==> config.mk <==
export PLATFORM = sky130hd
export DESIGN_NAME = fifo_cmd_reader
export DESIGN_NICKNAME = d
export VERILOG_FILES = /design/src/rtl/fifo_cmd_reader.sv
export SDC_FILE = /design/constraint.sdc
export NUM_CORES = 1
export LEC_CHECK = 0
export CAP_MARGIN = 20
export CORE_UTILIZATION = 43
export DETAILED_ROUTE_END_ITERATION = 10
export GPL_ROUTABILITY_DRIVEN = 0
export GPL_TIMING_DRIVEN = 0
export MAX_ROUTING_LAYER = met4
export PLACE_DENSITY = 0.76
export SYNTH_ARGS = -nofsm -noshare
export SYNTH_HDL_FRONTEND = slang
export SYNTH_SLANG_ARGS = --single-unit
==> constraint.sdc <==
create_clock -name clk -period 4.1 [get_ports clk]
set_input_delay 0.41 -clock clk [delete_from_list [all_inputs] [get_ports clk]]
set_output_delay 0.41 -clock clk [all_outputs]
set_load 0.005 [all_outputs]
==> src/rtl/fifo_cmd_reader.sv <==
// Pulls register commands from a FIFO with registered read data into a 2-entry skid buffer.
// Optional feature: define FIFO_CMD_READER_STATS_EN to build the accepted-command counter.
module fifo_cmd_reader #(
  parameter int unsigned WIDTH     = 72,
  parameter int unsigned ADDR_BITS = 7,
  parameter int unsigned DATA_BITS = 64
) (
  input  logic                 clk,
  input  logic                 rst_n,
  input  logic                 enable,
  output logic                 fifo_rd_en,
  input  logic [WIDTH-1:0]     fifo_rd_data,
  input  logic                 fifo_rd_empty,
  output logic                 cmd_valid,
  input  logic                 cmd_ready,
  output logic                 cmd_rw,
  output logic [ADDR_BITS-1:0] cmd_addr,
  output logic [DATA_BITS-1:0] cmd_data,
  output logic [15:0]          cmd_count,
  output logic                 busy
);

  logic [WIDTH-1:0] buf_q [2];
  logic [1:0]       occ_q, occ_d;
  logic             head_q, head_d;
  logic             tail_q, tail_d;
  logic             inflight_q;
  logic             push, pop;
  logic [2:0]       fill;
  logic [WIDTH-1:0] head_entry;

  // Credit check uses pre-pop occupancy, so a slot freed this cycle is reused next cycle.
  assign fill       = {1'b0, occ_q} + {2'b00, inflight_q};
  assign fifo_rd_en = rst_n & enable & ~fifo_rd_empty & (fill < 3'd2);

  assign push      = inflight_q;
  assign cmd_valid = (occ_q != 2'd0);
  assign pop       = cmd_valid & cmd_ready;
  assign busy      = inflight_q | cmd_valid;

  assign head_entry = buf_q[head_q];
  assign cmd_rw     = head_entry[WIDTH-1];
  assign cmd_addr   = head_entry[WIDTH-2 -: ADDR_BITS];
  assign cmd_data   = head_entry[DATA_BITS-1:0];

  always_comb begin
    occ_d  = occ_q;
    head_d = head_q;
    tail_d = tail_q;
    if (push) tail_d = ~tail_q;
    if (pop)  head_d = ~head_q;
    unique case ({push, pop})
      2'b10:   occ_d = occ_q + 2'd1;
      2'b01:   occ_d = occ_q - 2'd1;
      default: occ_d = occ_q;
    endcase
  end

  always_ff @(posedge clk or negedge rst_n) begin
    if (!rst_n) begin
      occ_q      <= 2'd0;
      head_q     <= 1'b0;
      tail_q     <= 1'b0;
      inflight_q <= 1'b0;
    end else begin
      occ_q      <= occ_d;
      head_q     <= head_d;
      tail_q     <= tail_d;
      inflight_q <= fifo_rd_en;
    end
  end

  // Storage needs no reset; occupancy alone qualifies its contents.
  always_ff @(posedge clk) begin
    if (push) buf_q[tail_q] <= fifo_rd_data;
  end

`ifdef FIFO_CMD_READER_STATS_EN
  logic [15:0] count_q;

  always_ff @(posedge clk or negedge rst_n) begin
    if (!rst_n) begin
      count_q <= 16'd0;
    end else if (pop) begin
      count_q <= count_q + 16'd1;
    end
  end

  assign cmd_count = count_q;
`else
  assign cmd_count = 16'd0;
`endif

endmodule
==> impl_metrics.env <==
export IMPL_outcome="finished clean"
export IMPL_cts_resized=0
export IMPL_slew_headroom_pct=55.5
export IMPL_ant_nets=0
export IMPL_portBuffers=151
export IMPL_grtUsageMet2_pct=26.5
export IMPL_grt_overflow_total=0
export IMPL_cp_max_fo=6
export IMPL_area_growth_pct=41.8
export IMPL_cts_hold_buf=0
export IMPL_cts_root_buf="clkbuf_16"
export IMPL_ys_seq_area_share_pct=75.4
export IMPL_fmaxAchievable_mhz=364
export IMPL_timing_final_crit_period_ns=2.74
export IMPL_finalSetupViolations=0
export IMPL_finalNetCount=527
export IMPL_worst_pin_slew_ns=0.650
export IMPL_vdd_drop_max_uv=327
export IMPL_cts_tree="done"
export IMPL_synth_cells=261
export IMPL_die_area_um2=14200
export IMPL_drc_errors=0
export IMPL_routed_via_count=2896
export IMPL_finalCritPeriodShare_pct=66.9
export IMPL_place_inst=606
export IMPL_grt_max_degree=43
export IMPL_dp_hpwl_mm=6.91
export IMPL_slew_violations=0
export IMPL_grtUsageTotal_pct=15.7
export IMPL_die_w_um=119
export IMPL_crit_path_end_kind="output pin"
export IMPL_rows=42
export IMPL_placed_cell_area_um2=7760
export IMPL_worstSkewPairLatency_ns=0.41
export IMPL_hold_class="in -> async"
export IMPL_fin_skew_ns=0.0113
export IMPL_ys_ff_latch=149
export IMPL_synth_distinct_cells=19
export IMPL_final_cell_mix="clkdlybuf4s50_1 (151), edfxtp_1 (144), mux2_4 (69)"
export IMPL_power_share_clock_pct=32.2
export IMPL_hold_violations=0
export IMPL_r2r_cells=2
export IMPL_cp_arrival_ns=2.33
export IMPL_worstSetupStartpointType="input port"
export IMPL_initial_core_util_pct=44.4
export IMPL_wl_mm=10.3
export IMPL_cts_htree_levels=4
export IMPL_drtIter0Drc=139
export IMPL_p_int_uw=3790
export IMPL_switching_share_pct=22.7
export IMPL_grt_util_met3_pct=5.08
export IMPL_core_um2=13300
export IMPL_rsz0062_at_grt="false"
export IMPL_leakagePower_uw=0.00311
export IMPL_crit_type="in -> out"
export IMPL_mostFrequentLayoutCell="clkdlybuf4s50_1"
export IMPL_mappedNetlistArea_um2=5900
export IMPL_fin_cells=638
export IMPL_clockBufferDepth=2
export IMPL_final_area_um2=8370
export IMPL_power_density_nw_per_um2=586
export IMPL_postSynthAreaPerCell_um2=22.6
export IMPL_grtUsageMet1_pct=17.3
export IMPL_antenna_found_initial=0
export IMPL_pwr_share_seq_pct=37.1
export IMPL_ys_warn_count=0
export IMPL_clkTransAtPathRegs_ns=0.06
export IMPL_grt_pass1_vias=3145
export IMPL_combPwrFrac_pct=30.7
export IMPL_finalPower_uw=4910
export IMPL_cts_setup_buffers=0
export IMPL_wl_per_cell_um=16.2
export IMPL_cts_sink_count=149
export IMPL_io_pin_count=168
export IMPL_die_h_um=119
export IMPL_diodes=0
export IMPL_avgViaCountPerCell=4.54
export IMPL_maxCapViolCount=0
export IMPL_grt_pass1_wl_mm=16.0
export IMPL_p_sw_uw=1120
export IMPL_drt_pre_antenna_iters=4
export IMPL_top_usage_layer="met2"
export IMPL_numCtsBuffers=17
export IMPL_crit_required_ns=3.69
export IMPL_drive_above_1_share_pct=28.4
export IMPL_post_route_util_pct=63.0
==> cells in the mapped netlist <==
| master | n | area (um2) |
|---|---|---|
| a2111oi_0 | 1 | 8.76 |
| and2_1 | 1 | 6.26 |
| and2_4 | 1 | 8.76 |
| buf_12 | 7 | 140 |
| buf_4 | 16 | 120 |
| buf_6 | 1 | 11.3 |
| conb_1 | 1 | 3.75 |
| dfrtp_1 | 5 | 125 |
| edfxtp_1 | 144 | 4320 |
| ha_1 | 1 | 12.5 |
| inv_1 | 1 | 3.75 |
| mux2_2 | 3 | 33.8 |
| mux2_4 | 69 | 1040 |
| nand2_1 | 1 | 3.75 |
| nor2_1 | 2 | 7.51 |
| or2_4 | 1 | 8.76 |
| or3_1 | 1 | 6.26 |
| xnor2_1 | 2 | 17.5 |
| xor2_1 | 3 | 26.3 |
==> cell families (layout without fill, tap and decap cells) <==
logic type | after synthesis | count (layout) | share of synthesized area (%)
compound gates | 1 | 1 | 0.148
xor+xnor | 5 | 5 | 0.742
fa+ha+maj | 1 | 1 | 0.212
buf+inv | 25 | 211 | 4.66
flops | 149 | 149 | 75.4
mux | 72 | 72 | 18.1
other cells | 1 | 16 | 0.0635
simple gates | 7 | 7 | 0.699
==> per-layer routing <==
layer	up-vias	wire, um
met4	0	78
met1	1420	4100
met3	7	561
li1	1367	-
met5	-	0
met2	102	5570
==> sequential cells by signal, summed over array words and instances (netlist names) <==
signal	cells
inflight_q	1
tail_q	1
occ_q	2
head_q	1
buf_q	144
==> metrics by stage <==
stage / setup slack (ns) / hold slack [ns] / TNS, ns
3_5_place_dp: 1.35 / 0.506 / 0
4_1_cts: 1.32 / 0.218 / 0
3_3_place_gp: -1.50 / 0.468 / -107.34
5_1_grt: 1.21 / 0.241 / 0
6_report: 1.36 / 0.224 / 0
2_1_floorplan: 0.141 / 0.114 / 0
==> critical path: stages <==
cell and delay (ns):
clkdlybuf4s50_1 0.61, nand2_1 0.10, a2111oi_0 0.59, clkdlybuf4s50_1 0.63
==> path summary, 6_finish.rpt <==
path | end | startpoint | slack, ns
worst min register to register | occ_q[1]$_DFFE_PN0P_ | occ_q[1]$_DFFE_PN0P_ | 0.52
worst max register to register | buf_q[1][39]$_DFFE_PP_ | tail_q$_DFFE_PN0P_ | 2.51
max in group asynchronous | tail_q$_DFFE_PN0P_ | rst_n | 3.67
worst min-delay path | inflight_q$_DFF_PN0_ | rst_n | 0.22
min in group clk | occ_q[1]$_DFFE_PN0P_ | occ_q[1]$_DFFE_PN0P_ | 0.52
worst max-delay path | fifo_rd_en | rst_n | 1.36
==> cell type report <==
type                    count  area, um2
multi-input cells         102       1250
well taps                 176        220
inverters                   1       3.75
fillers                   929       4920
clock inverters            15        186
clock buffers              17        425
flip-flops and latches    149       4450
repair buffers            154       1570
plain buffers              24        272
==> power groups by stage <==
| stage | Clock, uW | Sequential [uW] | Combinational, uW |
|---|---|---|---|
| after global placement | 0 | 1850 | 1500 |
| after floorplan | 0 | 1840 | 893 |
| after global routing | 1680 | 1830 | 1600 |
| after CTS | 1610 | 1820 | 1530 |
| after detailed placement | 0 | 1850 | 1520 |
| final | 1580 | 1820 | 1510 |
(Power assumes the default switching activity.)
